===== src/rtl/gda_ctrl_pkg.sv =====
// Shared constants and state encoding for the variable-latency GDA adder controller.
package gda_ctrl_pkg;

    localparam int unsigned DefaultN    = 8;
    localparam int unsigned DefaultP    = 6;
    localparam int unsigned DefaultCntW = 16;

    typedef enum logic [1:0] {
        StIdle = 2'd0,
        StEval = 2'd1,
        StCorr = 2'd2,
        StDone = 2'd3
    } gda_state_e;

endpackage


===== src/rtl/gda_approx_core.sv =====
// Combinational GDA-style approximate adder: every carry, including the carry out,
// only sees generate bits inside a window of P positions below it.
module gda_approx_core #(
    parameter int unsigned N = 8,
    parameter int unsigned P = 6
) (
    input  logic [N-1:0] in1,
    input  logic [N-1:0] in2,
    output logic [N:0]   res
);

    logic [N-1:0] g;
    logic [N-1:0] p;
    logic [N:0]   c;
    logic         term;

    assign g = in1 & in2;
    assign p = in1 ^ in2;

    always_comb begin
        c    = '0;
        term = 1'b0;
        for (int i = 1; i <= int'(N); i++) begin
            for (int j = 0; j < i; j++) begin
                if (j + int'(P) >= i) begin
                    // generate at j survives only if every bit between j and i propagates
                    term = g[j];
                    for (int k = j + 1; k < i; k++) begin
                        term = term & p[k];
                    end
                    c[i] = c[i] | term;
                end
            end
        end
    end

    assign res = {c[N], p ^ c[N-1:0]};

endmodule


===== src/rtl/gda_varlat_ctrl.sv =====
// Variable-latency controller: evaluates the approximate sum, compares it with the exact
// sum and spends one extra cycle on correction unless the request asked for approximation.
module gda_varlat_ctrl
    import gda_ctrl_pkg::*;
#(
    parameter int unsigned N     = DefaultN,
    parameter int unsigned P     = DefaultP,
    parameter int unsigned CNT_W = DefaultCntW
) (
    input  logic             clk,
    input  logic             rst_n,
    input  logic             in_valid,
    output logic             in_ready,
    input  logic [N-1:0]     in1,
    input  logic [N-1:0]     in2,
    input  logic             mode_approx,
    output logic             out_valid,
    input  logic             out_ready,
    output logic [N:0]       res,
    output logic             res_err,
    output logic             res_corr,
    input  logic             cnt_clr,
    output logic [CNT_W-1:0] err_cnt
);

    gda_state_e   state_q;
    logic [N-1:0] a_q;
    logic [N-1:0] b_q;
    logic         mode_q;

    logic [N:0]   approx;
    logic [N:0]   exact;
    logic         err;

    gda_approx_core #(
        .N (N),
        .P (P)
    ) u_core (
        .in1 (a_q),
        .in2 (b_q),
        .res (approx)
    );

    assign exact = {1'b0, a_q} + {1'b0, b_q};
    assign err   = (approx != exact);

    always_ff @(posedge clk or negedge rst_n) begin
        if (!rst_n) begin
            state_q   <= StIdle;
            in_ready  <= 1'b1;
            out_valid <= 1'b0;
            res       <= '0;
            res_err   <= 1'b0;
            res_corr  <= 1'b0;
            a_q       <= '0;
            b_q       <= '0;
            mode_q    <= 1'b0;
        end else begin
            case (state_q)
                StIdle: begin
                    if (in_valid) begin
                        a_q      <= in1;
                        b_q      <= in2;
                        mode_q   <= mode_approx;
                        in_ready <= 1'b0;
                        state_q  <= StEval;
                    end
                end
                StEval: begin
                    if (!err || mode_q) begin
                        res       <= approx;
                        res_err   <= err;
                        res_corr  <= 1'b0;
                        out_valid <= 1'b1;
                        state_q   <= StDone;
                    end else begin
                        res_err  <= 1'b1;
                        res_corr <= 1'b0;
                        state_q  <= StCorr;
                    end
                end
                StCorr: begin
                    res       <= exact;
                    res_corr  <= 1'b1;
                    out_valid <= 1'b1;
                    state_q   <= StDone;
                end
                StDone: begin
                    if (out_ready) begin
                        out_valid <= 1'b0;
                        in_ready  <= 1'b1;
                        state_q   <= StIdle;
                    end
                end
                default: begin
                    state_q   <= StIdle;
                    in_ready  <= 1'b1;
                    out_valid <= 1'b0;
                end
            endcase
        end
    end

    // Clear has priority over a coincident increment.
    always_ff @(posedge clk or negedge rst_n) begin
        if (!rst_n) begin
            err_cnt <= '0;
        end else if (cnt_clr) begin
            err_cnt <= '0;
        end else if (state_q == StEval && err && !(&err_cnt)) begin
            err_cnt <= err_cnt + {{(CNT_W-1){1'b0}}, 1'b1};
        end
    end

endmodule


===== config.mk =====
export PLATFORM = sky130hd
export DESIGN_NAME = gda_varlat_ctrl
export DESIGN_NICKNAME = d
export VERILOG_FILES = /design/src/rtl/gda_ctrl_pkg.sv /design/src/rtl/gda_approx_core.sv /design/src/rtl/gda_varlat_ctrl.sv
export SDC_FILE = /design/constraint.sdc
export NUM_CORES = 1
export LEC_CHECK = 0
export CAP_MARGIN = 30
export CORE_ASPECT_RATIO = 0.7
export CORE_MARGIN = 1
export CORE_UTILIZATION = 48
export DETAILED_ROUTE_END_ITERATION = 10
export PLACE_DENSITY = 0.77
export SLEW_MARGIN = 5
export SYNTH_ARGS = -nofsm -noshare
export SYNTH_HDL_FRONTEND = slang
export SYNTH_SLANG_ARGS = --single-unit

===== constraint.sdc =====
create_clock -name clk -period 2.77 [get_ports clk]
set_input_delay 0.554 -clock clk [delete_from_list [all_inputs] [get_ports clk]]
set_output_delay 0.554 -clock clk [all_outputs]
set_load 0.1 [all_outputs]

**Word level (Yosys, flattened, before mapping)**

Cells that the tools add are included.
W data, S select, Z words.

- Magnitude comparators: 0
- Reductions and logical operators: 16
- Muxes and demuxes: 16
- Bitwise logic cells: 53
- Divide/modulo/power cells: 0
- Multiply operators: 0
- Equality and inequality tests: 7
- Shifts and indexed selects: 0
- $add $sub $neg: 2

Operators with widths:

| operator | number |
|---|---|
| $mux W16 | 2 |
| $and A1 B1 Y1 | 25 |
| $or A1 B1 Y1 | 25 |
| $pmux W9 S2 | 1 |
| $add A16 B1 Y16 const B | 1 |
| $reduce_and A16 Y1 | 1 |
| $xor A8 B8 Y8 | 2 |
| $add A8 B8 Y9 | 1 |
| $mux W9 | 1 |
| $ne A9 B9 Y1 | 1 |
| $and A8 B8 Y8 | 1 |
| $pmux W2 S4 | 1 |
| $mux W1 | 6 |
| $ne A2 B2 Y1 const B | 3 |
| $reduce_and A2 Y1 | 3 |
| $reduce_and A3 Y1 | 2 |
| $reduce_bool A2 Y1 | 3 |
| $eq A2 B2 Y1 const B | 2 |
| $mux W2 | 2 |
| $pmux W1 S2 | 2 |
| $pmux W1 S3 | 1 |
| $reduce_bool A3 Y1 | 1 |
| $eq A2 B1 Y1 const B | 1 |
| $logic_and A1 B1 Y1 | 2 |
| other kinds (3) | 4 |

- Word-level logic and storage cells: 104
- Bits in latches: 0
- ROM bits: 0
- Flip-flop bits (word level): 48
- Memories: 0
- Memory bits (writable): 0

**Logic depth before layout (Yosys ltp)**

Gate-level depths: netlist (run 1).

- Depth after elaboration: 17
- Depth in mapped cells: 11
- Mapped depth without buffers: 9

**Modules after synthesis**

Synthesis (run 1) repeated with hierarchy kept, for this count alone.

- Cell total of the unflattened synthesis: 385
- Area total of the unflattened synthesis: 3706.1 µm²

Modules (own cells, without submodules):

| module | sequential area each (µm²) | area each (µm²) | cells each | times used |
|---|---|---|---|---|
| gda_varlat_ctrl | 1202.4 | 3316.9 | 338 | 1 |
| gda_approx_core | 0.0 | 389.1 | 47 | 1 |

**Least setup slack after synthesis (run 1)**

OpenSTA, ideal clock, no wires.

- Path type: reg2reg
- Start: register a_q[0]
- End: register err_cnt[11]
- Buffers on the path: 1
- Data required time: 2.642 ns
- Stages on the path, launching flop included: 11
- Setup slack: 0.060 ns
- Clock period less this slack: 2.710 ns
- Arrival: 2.582 ns
- Path through: dfrtp_1 > ha_1 > inv_1 > fa_1 > and2b_1 > o31a_1 > a31oi_1 > o32a_4 > buf_6 > nor4_2 > mux2_1

- Word-level cells in the longest chain between the ends: 16

RTL lines:

| item | line | RTL |
|---|---|---|
| start, declared | gda_varlat_ctrl.sv:27 | `logic [N-1:0] a_q;` |
| start signal, assigned | gda_varlat_ctrl.sv:62 | `a_q <= in1;` |
| $and A8 B8 Y8 | gda_approx_core.sv:17 | `assign g = in1 & in2;` |
| $and A1 B1 Y1 (5 in a row) | gda_approx_core.sv:29 | `term = term & p[k];` |
| $or A1 B1 Y1 (5 in a row) | gda_approx_core.sv:31 | `c[i] = c[i] \| term;` |
| $xor A8 B8 Y8 | gda_approx_core.sv:37 | `assign res = {c[N], p ^ c[N-1:0]};` |
| $ne A9 B9 Y1 * | gda_varlat_ctrl.sv:45 | `assign err = (approx != exact);` |
| $logic_and A1 B1 Y1 * (2 in a row) | gda_varlat_ctrl.sv:110 | `end else if (state_q == StEval && err && !(&err_cnt)) begin` |
| $reduce_bool A2 Y1 (no source line) * | - |  |
| end signal, assigned | gda_varlat_ctrl.sv:111 | `err_cnt <= err_cnt + {{(CNT_W-1){1'b0}}, 1'b1};` |
| end, declared | gda_varlat_ctrl.sv:23 | `output logic [CNT_W-1:0] err_cnt` |

Mark *: on every way between the ends. The rest lies on a longest branch, timed or not.
A chain may end at the register's enable or synchronous reset.

**Worst setup path after layout (run 1)**

- Start: register a_q[0]
- End: register err_cnt[8]

Same word-level chain as after synthesis.

==> flow_summary.json, run 1 <==
{
  "clk-insertion-delay-late_ns": 0.30,
  "syn_area_sq_um": 2810,
  "grt-ovfl-total": 0,
  "async_flop_share_pct": 100,
  "n_fill_cell": 462,
  "synth_cells": 269,
  "cpPeakStageDelay_ns": 0.52,
  "fin_tns_setup_ns": 0,
  "grtUsageMet1_pct": 32.2,
  "grt_max_degree": 27,
  "yosysWarnings": 0,
  "worstRegToRegCells": 9,
  "drive_gt1_share_pct": 21.0,
  "route.detailed.drc": 0,
  "sw_frac_of_total_pct": 49.2,
  "routedWlPerCell_microns": 16.1,
  "cts_num_sinks": 48,
  "ys_ff_latch": 48,
  "grt_usage_pct": 22.2,
  "clkPwrFrac_pct": 8.9,
  "antenna_found_initial": 0,
  "dr_total_vias": 2339,
  "placed_cells": 388,
  "status": "finished, final reports clean",
  "worst_slack_ns": 0.0963,
  "grt_pass1_vias": 2241,
  "synth_edf_count": 0,
  "slew-limit-headroom_pct": 66.2,
  "gp_congestion": 0.885,
  "syn_avg_cell_area_sq_um": 10.5,
  "r2r_end": "err_cnt[8]$_DFFE_PN0P_",
  "p_leak_uw": 0.00151,
  "arrival_ns": 2.90,
  "stdcell_area_sq_um": 3480,
  "via_per_inst": 5.85,
  "fp.dieH_microns": 66.0,
  "fin_hold_ws_ns": 0.209,
  "skew_ns": 0.00660,
  "sequentialPowerShare_pct": 25.1,
  "die_area_sq_um": 6170,
  "io_buffers": 50,
  "hold_viol": 0,
  "area.growth.synth_to_final_pct": 23.7,
  "io-pin-count": 51,
  "p_sw_uw": 2190,
  "final_common_cell": "dfrtp_1",
  "start_util_pct": 51.6,
  "path_class": "register to register",
  "final_cells": 400,
  "yosysSeqAreaShare_pct": 42.8,
  "crit_path_start_kind": "register",
  "period_needed_ns": 2.67,
  "grt_use_met2_pct": 33.3,
  "rsz0062_at_grt": "true",
  "drtAntennaViolNets": 0,
  "drt_wl_total_microns": 6430,
  "fp.dieW_microns": 93.5,
  "r2r_slack_ns": 0.1,
  "hpwl_microns": 4660,
  "vdd_ir_drop_max_uv": 746,
  "postCtsHoldBufs": 0,
  "power_frac_comb_pct": 66.0,
  "maxSlewViolCount": 0,
  "cp_max_fo": 4,
  "ys_types": 54,
  "grt_use_met3_pct": 4.25,
  "path_clk_slew_ns": 0.08,
  "worstMarginPinSlew_ns": 0.507,
  "clockBufferDepth": 2,
  "drv_cap": 0,
  "cts_buffers": 5,
  "cts_htree_levels": 2,
  "layout.area.seq_sq_um": 1200,
  "antenna_cells": 0,
  "nets": 365,
  "end_kind": "register",
  "root_buffer": "clkbuf_8",
  "hold_path_class": "primary input to asynchronous set/reset pin",
  "p_per_area_nw_per_um2": 1280,
  "placed_cell_area_sq_um": 3320,
  "cp_slowest_cell": "or4_1",
  "fmax_ghz": 0.374,
  "p_int_uw": 2260,
  "cts_tree": "yes",
  "grt_pass1_wl_microns": 10500,
  "core_sq_um": 5450,
  "cp.required_ns": 3.00,
  "mostFrequentLayoutCells": "dfrtp_1 (47), buf_4 (39), mux2_1 (20), clkdlybuf4s50_1 (20), nand2_1 (16)",
  "rows": 22,
  "drt_iter0_drc": 151,
  "ys.flop_type": "dfrtp_1",
  "path_cells": "ha_2 > inv_1 > fa_1 > and2b_1 > o31a_1 > a31oi_4 > o32a_2 > or4_1 > a21oi_1",
  "grt_most_used_layer": "met2",
  "first_pass_iters": 4,
  "reg2reg_from": "a_q[0]$_DFFE_PN0P_",
  "dp_slack_ns": -0.0131,
  "fin_crit_sh_pct": 96.5,
  "syn_nets": 306,
  "multi_input_area_sq_um": 1530,
  "setup_viol": 0
}
[layer usage]
| layer | up-vias | share of wire, % |
|---|---|---|
| met2 | 89 | 42 |
| met5 | - | 0 |
| met4 | 0 | 1.1 |
| met1 | 1128 | 50 |
| li1 | 1114 | - |
| met3 | 8 | 6.9 |
[power groups by stage]
| stage | logic [uW] | registers, uW | clock network, uW |
|---|---|---|---|
| 4_1_cts | 2810 | 1120 | 407 |
| 3_5_place_dp | 2740 | 1140 | 0 |
| 5_1_grt | 3180 | 1150 | 437 |
| 6_report | 2940 | 1120 | 396 |
| 2_1_floorplan | 1520 | 1770 | 0 |
| 3_3_place_gp | 2670 | 1120 | 0 |
[cell usage after synthesis (3+ instances only)]
cell,number,share of area (%)
ha_1,14,6.2
mux2i_1,4,1.4
o21ai_1,8,1.4
o21bai_1,3,0.80
o21ai_0,5,0.89
nand2_1,16,2.1
clkbuf_1,6,0.80
nor3_1,3,0.53
nor2_1,13,1.7
o41ai_1,3,0.93
or3_1,5,1.1
a21oi_1,15,2.7
nand4_1,3,0.67
a31oi_1,4,0.89
buf_6,3,1.2
nand2b_1,4,0.89
mux2_2,8,3.2
nor2b_1,6,1.3
and4_1,4,1.2
xnor2_1,5,1.6
dfrtp_1,47,42
mux2_1,20,8.0
inv_1,15,2.0
a21o_1,5,1.3
nand3_1,9,1.6
[final cells by class]
class / count / share of cell area, %
timing repair buffer: 61 / 14.9
inverter: 17 / 1.84
clock inverter: 1 / 0.144
multi-input combinational: 195 / 43.9
clock buffer: 6 / 2.09
sequential: 48 / 34.6
tap: 72 / 2.59
[kinds of logic (layout without fill, tap and decap cells)]
logic type                 after synthesis  count (layout)  share of synthesized area [%]
xor gates and xnor gates                 6               6                           1.87
adders and majority gates               15              15                           6.94
buffers and inverters                   28              85                           4.63
and+or+nand+nor                         77              77                           15.0
AOI/OAI and AO/OA                       63              65                           16.2
DFF                                     48              48                           42.8
muxes                                   32              32                           12.6
[state kept, by name, indices dropped and copies added (netlist names)]
name and cells:
a_q 8, b_q 8, err_cnt 16, in_ready 1, mode_q 1, out_valid 1
res 9, res_corr 1, res_err 1, state_q 2
[what timing repair did]
action | 4_1_cts | 5_1_grt
buffers inserted | 2 | 1
endpoints found under the setup margin | 7 | 17
gates cloned | 0 | 2
resized for setup | 0 | 6
pin swaps | 1 | 1
[per-stage QoR]
| step | total power (uW) | util (%) |
|---|---|---|
| floorplan | 3290 | - |
| global placement | 3790 | 60.9 |
| detailed placement | 3870 | 60.9 |
| CTS | 4340 | 62.8 |
| global route | 4760 | 63.8 |
| finish | 4450 | 63.8 |
[critical path, delay by kind of cell, from the launching register on]
kind                     cells  cell delay [ns]
AND/OR/NAND/NOR              2             0.76
buffers and inverters        1             0.05
flip-flops                   1             0.36
AO/OA/AOI/OAI                4             0.88
adder cells (fa/ha/maj)      2             0.55
[worst max path at each step]
stage          cells after the start          startpoint                      end  slack, ns
2_1_floorplan                     10  a_q[0]$_DFFE_PN0P_  err_cnt[11]$_DFFE_PN0P_       0.06
3_3_place_gp                       9  a_q[0]$_DFFE_PN0P_       res[2]$_DFFE_PN0P_       0.07
3_5_place_dp                       9  a_q[0]$_DFFE_PN0P_       res[6]$_DFFE_PN0P_      -0.01
4_1_cts                            9  a_q[0]$_DFFE_PN0P_  err_cnt[11]$_DFFE_PN0P_       0.03
5_1_grt                            9  a_q[0]$_DFFE_PN0P_   err_cnt[6]$_DFFE_PN0P_      -0.05
6_report                           9  a_q[0]$_DFFE_PN0P_   err_cnt[8]$_DFFE_PN0P_        0.1
(Power assumes the default switching activity.)
==> inputs of run 2 (changes only) <==
--- a/config.mk
+++ b/config.mk
@@ -11,6 +11,7 @@
 export CORE_UTILIZATION = 48
 export DETAILED_ROUTE_END_ITERATION = 10
 export PLACE_DENSITY = 0.77
+export SETUP_SLACK_MARGIN = 0.05
 export SLEW_MARGIN = 5
 export SYNTH_ARGS = -nofsm -noshare
 export SYNTH_HDL_FRONTEND = slang
==> constraint.sdc (replaced) <==
create_clock -name clk -period 2.77 [get_ports clk]
set_input_delay 0.4155 -clock clk [delete_from_list [all_inputs] [get_ports clk]]
set_output_delay 0.4155 -clock clk [all_outputs]
set_load 0.1 [all_outputs]
==> flow_summary.json, run 2 (synthesis results as in run 1) <==
{
  "status": "finished, final reports clean",
  "cts_buffers": 5,
  "rsz0062_at_grt": "true",
  "grt_pass1_wl_microns": 10000,
  "via_per_inst": 5.73,
  "worstMarginPinSlew_ns": 0.856,
  "rows": 22,
  "drt_iter0_drc": 134,
  "setup_viol": 0,
  "dr_total_vias": 2299,
  "routedWlPerCell_microns": 16.2,
  "drt_wl_total_microns": 6490,
  "skew_ns": 0.00680,
  "grt_pass1_vias": 2046,
  "first_pass_iters": 4,
  "grt_max_degree": 28,
  "p_sw_uw": 2180,
  "clockBufferDepth": 2,
  "slew-limit-headroom_pct": 42.8,
  "grt_most_used_layer": "met1",
  "grt_use_met2_pct": 29.2,
  "p_per_area_nw_per_um2": 1270,
  "final_common_cell": "dfrtp_1",
  "cts_num_sinks": 48,
  "drv_cap": 0,
  "path_class": "register to register",
  "hpwl_microns": 4570,
  "antenna_cells": 0,
  "drtAntennaViolNets": 0,
  "fin_tns_setup_ns": 0,
  "grtUsageMet1_pct": 33.0,
  "nets": 366,
  "maxSlewViolCount": 0,
  "largest_reg_flops": 16,
  "path_cells": "ha_2 > inv_2 > fa_2 > and2b_1 > o31a_1 > a31oi_2 > o32a_4 > buf_6 > or4b_4 > a21oi_2",
  "fmax_ghz": 0.362,
  "grt-ovfl-total": 0,
  "vdd_ir_drop_max_uv": 789,
  "fp.dieW_microns": 93.5,
  "cp_max_fo": 5,
  "cts_htree_levels": 2,
  "path_clk_slew_ns": 0.09,
  "sw_frac_of_total_pct": 47.7,
  "period_needed_ns": 2.76,
  "p_int_uw": 2380,
  "cp_slowest_cell": "or4b_4",
  "mostFrequentLayoutCells": "dfrtp_1 (47), buf_4 (39), clkdlybuf4s50_1 (20)",
  "drive_gt1_share_pct": 28.0,
  "io-pin-count": 51,
  "area.growth.synth_to_final_pct": 27.9,
  "top_register": "err_cnt",
  "gp_congestion": 0.885,
  "fin_crit_sh_pct": 99.8,
  "grt_use_met3_pct": 4.25,
  "grt_usage_pct": 21.4,
  "cp.required_ns": 3.00,
  "end_kind": "register",
  "die_area_sq_um": 6170,
  "route.detailed.drc": 0,
  "clkPwrFrac_pct": 8.7,
  "reg_top3": "err_cnt: 16 flops, res: 9 flops",
  "fin_hold_ws_ns": 0.0624,
  "cpPeakStageDelay_ns": 0.52,
  "hold_viol": 0,
  "arrival_ns": 2.99,
  "cts_tree": "yes",
  "n_fill_cell": 441,
  "power_frac_comb_pct": 66.6,
  "crit_path_start_kind": "register",
  "start_util_pct": 51.6,
  "layout.area.seq_sq_um": 1200,
  "fp.dieH_microns": 66.0,
  "p_leak_uw": 0.00160,
  "root_buffer": "clkbuf_8",
  "clk-insertion-delay-late_ns": 0.31,
  "io_buffers": 50,
  "total_power_uw": 4560,
  "hold_path_class": "primary input to asynchronous set/reset pin",
  "worstRegToRegCells": 10,
  "sequentialPowerShare_pct": 24.6,
  "antenna_found_initial": 0,
  "core_sq_um": 5450,
  "multi_input_area_sq_um": 1610
}
## run 2: cell count changes in the layout (fill, tap and decap cells not counted), sizes merged
| cell | delta |
|---|---|
| buf | +2 |
| o32a | -2 |
| clkbuf | +1 |
## run 2: stage by stage
stage               instances  area (sq um)  util [%]  worst slack, ns
floorplan                 269          2810         -           0.0604
global placement          387          3310      60.7           0.0724
detailed placement        387          3310      60.7         -0.00444
CTS                       395          3410      62.5           0.0559
global route              401          3590      66.0           -0.107
finish                    401          3590      66.0          0.00616
## run 2: layout make-up
type | instances | share of cell area [%]
flip-flops and latches | 48 | 33.4
repair buffers | 64 | 15.2
clock buffers | 6 | 2.02
well taps | 72 | 2.51
multi-input cells | 193 | 44.9
inverters | 17 | 1.78
clock inverters | 1 | 0.139
## run 2: power by group through the flow
| stage | clock, uW | combinational, uW | sequential, uW |
|---|---|---|---|
| global route | 444 | 3290 | 1160 |
| detailed placement | 0 | 2720 | 1140 |
| CTS | 412 | 2780 | 1120 |
| finish | 399 | 3040 | 1120 |
| global placement | 0 | 2670 | 1120 |
| floorplan | 0 | 1520 | 1770 |
## run 2: worst paths after layout
path,start,end,slack (ns)
min in group clk,a_q[6]$_DFFE_PN0P_,a_q[6]$_DFFE_PN0P_,0.51
worst min register to register,a_q[6]$_DFFE_PN0P_,a_q[6]$_DFFE_PN0P_,0.51
max in group asynchronous,rst_n,a_q[1]$_DFFE_PN0P_,1.97
worst min-delay path,rst_n,res_corr$_DFFE_PN0P_,0.06
worst max register to register,b_q[0]$_DFFE_PN0P_,err_cnt[6]$_DFFE_PN0P_,0.006
worst max-delay path,b_q[0]$_DFFE_PN0P_,err_cnt[6]$_DFFE_PN0P_,0.006
## run 2: critical path, delay by kind of cell (launching register included)
kind,cells,cell delay (ns)
DFF,1,0.36
buffers and inverters,2,0.19
and+or+nand+nor,2,0.76
AOI/OAI and AO/OA,4,0.86
adders and majority gates,2,0.52
## run 2: layer usage
| layer | routed length (microns) | share of wire, % | up-vias |
|---|---|---|---|
| met4 | 89 | 1.4 | 0 |
| met3 | 312 | 4.8 | 6 |
| li1 | - | - | 1101 |
| met2 | 2730 | 42 | 69 |
| met1 | 3350 | 52 | 1123 |
| met5 | 0 | 0 | - |
## run 2: what timing repair did
| item | in CTS | in global routing |
|---|---|---|
| resized for setup | 0 | 33 |
| hold buffers | 0 | 0 |
| setup buffers | 1 | 6 |
| pin swaps | 2 | 12 |
| endpoints found under the setup margin | 13 | 17 |
| hold endpoints to repair | 0 | 0 |
==> inputs of run 3 (changes only) <==
--- a/config.mk
+++ b/config.mk
@@ -8,11 +8,10 @@
 export CAP_MARGIN = 30
 export CORE_ASPECT_RATIO = 0.7
 export CORE_MARGIN = 1
-export CORE_UTILIZATION = 48
+export CORE_UTILIZATION = 35
 export DETAILED_ROUTE_END_ITERATION = 10
-export PLACE_DENSITY = 0.77
 export SETUP_SLACK_MARGIN = 0.05
-export SLEW_MARGIN = 5
+export SLEW_MARGIN = 20
 export SYNTH_ARGS = -nofsm -noshare
 export SYNTH_HDL_FRONTEND = slang
 export SYNTH_SLANG_ARGS = --single-unit
==> flow_summary.json, run 3 (synthesis results as in run 1) <==
{
  "fmax_ghz": 0.352,
  "maxSlewViolCount": 0,
  "via_per_inst": 5.38,
  "antenna_found_initial": 0,
  "drt_iter0_drc": 155,
  "path_class": "register to register",
  "final_common_cell": "dfrtp_1",
  "clockBufferDepth": 2,
  "rows": 26,
  "grt_pass1_wl_microns": 10500,
  "crit_buf_inv": 4,
  "rsz0062_at_grt": "true",
  "largest_reg_flops": 16,
  "core_sq_um": 7550,
  "worstMarginPinSlew_ns": 0.626,
  "cp_max_fo": 5,
  "status": "complete, but fails checks",
  "start_util_pct": 37.3,
  "first_pass_iters": 4,
  "drive_gt1_share_pct": 29.7,
  "placed_cells": 412,
  "skew_ns": 0.00607,
  "total_power_uw": 5040,
  "drtAntennaViolNets": 0,
  "cts_tree": "yes",
  "r2r_slack_ns": -0.07,
  "grt_max_degree": 49,
  "cpPeakStageDelay_ns": 0.41,
  "area.growth.synth_to_final_pct": 35.6,
  "drv_cap": 0,
  "arrival_ns": 3.02,
  "hold_path_class": "primary input to asynchronous set/reset pin",
  "routedWlPerCell_microns": 15.8,
  "path_clk_slew_ns": 0.06,
  "fin_hold_ws_ns": 0.207,
  "dr_total_vias": 2339,
  "fp.dieW_microns": 109,
  "root_buffer": "clkbuf_16",
  "period_needed_ns": 2.84,
  "grt-ovfl-total": 0,
  "startpoint": "b_q[0]$_DFFE_PN0P_",
  "dp_slack_ns": -0.0232,
  "grt_use_met2_pct": 21.3,
  "reg2reg_from": "b_q[0]$_DFFE_PN0P_",
  "worst_slack_ns": -0.0741,
  "p_leak_uw": 0.00165,
  "grtUsageMet1_pct": 25.9,
  "mostFrequentLayoutCells": "dfrtp_1 (47), buf_4 (43), clkdlybuf4s50_1 (20)",
  "clk-insertion-delay-late_ns": 0.29,
  "cp_top_family": "compound AO/OA/AOI/OAI gates",
  "end_kind": "register",
  "grt_usage_pct": 16.2,
  "vdd_ir_drop_max_uv": 627,
  "setup_viol": 13,
  "worstRegToRegCells": 12,
  "grt_most_used_layer": "met1",
  "reg_top3": "err_cnt: 16 flops, res: 9 flops",
  "p_per_area_nw_per_um2": 1320,
  "route.detailed.drc": 0,
  "cp.required_ns": 2.94,
  "slew-limit-headroom_pct": 58.3,
  "n_fill_cell": 685,
  "hpwl_microns": 4600,
  "cts_htree_levels": 2,
  "path_cells": "ha_2 > inv_2 > fa_2 > and2b_1 > o31a_1 > a31oi_4 > o32a_4 > buf_6 > o22ai_4 > buf_12 > buf_8 > mux2_4",
  "grt_pass1_vias": 2051,
  "violations": "negative setup slack",
  "hold_viol": 0,
  "crit_path_start_kind": "register",
  "gp_congestion": 0.865,
  "r2r_end": "res[0]$_DFFE_PN0P_",
  "cp_slowest_cell": "o32a_4",
  "fin_tns_setup_ns": -0.635,
  "fin_crit_sh_pct": 103,
  "cts_buffers": 5,
  "drt_wl_total_microns": 6890,
  "cts_num_sinks": 48,
  "top_register": "err_cnt",
  "fp.dieH_microns": 77.0,
  "die_area_sq_um": 8400,
  "io_buffers": 50,
  "nets": 373,
  "grt_use_met3_pct": 3.15,
  "final_cells": 435,
  "io-pin-count": 51,
  "antenna_cells": 0
}
[run 3: timing repair]
item                                    CTS  global route
resized for setup                         0            41
endpoints found under the setup margin   10            16
gates cloned                              0             1
pin swaps                                 2            16
hold buffers                              0             0
setup buffers                             1            13
[run 3: per-stage QoR]
stage / util, % / area [sq um]
finish: 50.5 / 3810
global route: 50.5 / 3810
CTS: 46.4 / 3500
detailed placement: 44.2 / 3340
global placement: 44.2 / 3340
floorplan: - / 2810
[run 3: final cells by class]
type	count	area, sq um	area share (%)
Clock buffer	6	139	3.64
Sequential cell	48	1200	31.5
Multi-Input combinational cell	194	1660	43.5
Inverter	17	63.8	1.67
Tap cell	98	123	3.22
Timing Repair Buffer	70	617	16.2
Clock inverter	2	10.0	0.263
[run 3: worst max-delay path by stage]
stage                         endpoint  slack, ns  depth (start not counted)
2_1_floorplan  err_cnt[11]$_DFFE_PN0P_       0.06                         10
3_3_place_gp        res[6]$_DFFE_PN0P_      0.003                          9
3_5_place_dp        res[5]$_DFFE_PN0P_      -0.02                          9
4_1_cts         err_cnt[8]$_DFFE_PN0P_       0.08                          9
5_1_grt             res[6]$_DFFE_PN0P_      -0.16                         12
6_report            res[0]$_DFFE_PN0P_      -0.07                         12
[run 3: power by group]
group | internal [uW] | total (uW) | switching [uW]
Combinational | 1400 | 3310 | 1910
Clock | 356 | 609 | 253
Sequential | 960 | 1130 | 168
[run 3: metal layers]
layer / wire [microns] / share of wire [%] / vias to the layer above
met5: 0 / 0 / -
met4: 104 / 1.5 / 0
met3: 363 / 5.3 / 8
met2: 2840 / 41 / 68
met1: 3580 / 52 / 1142
li1: - / - / 1121
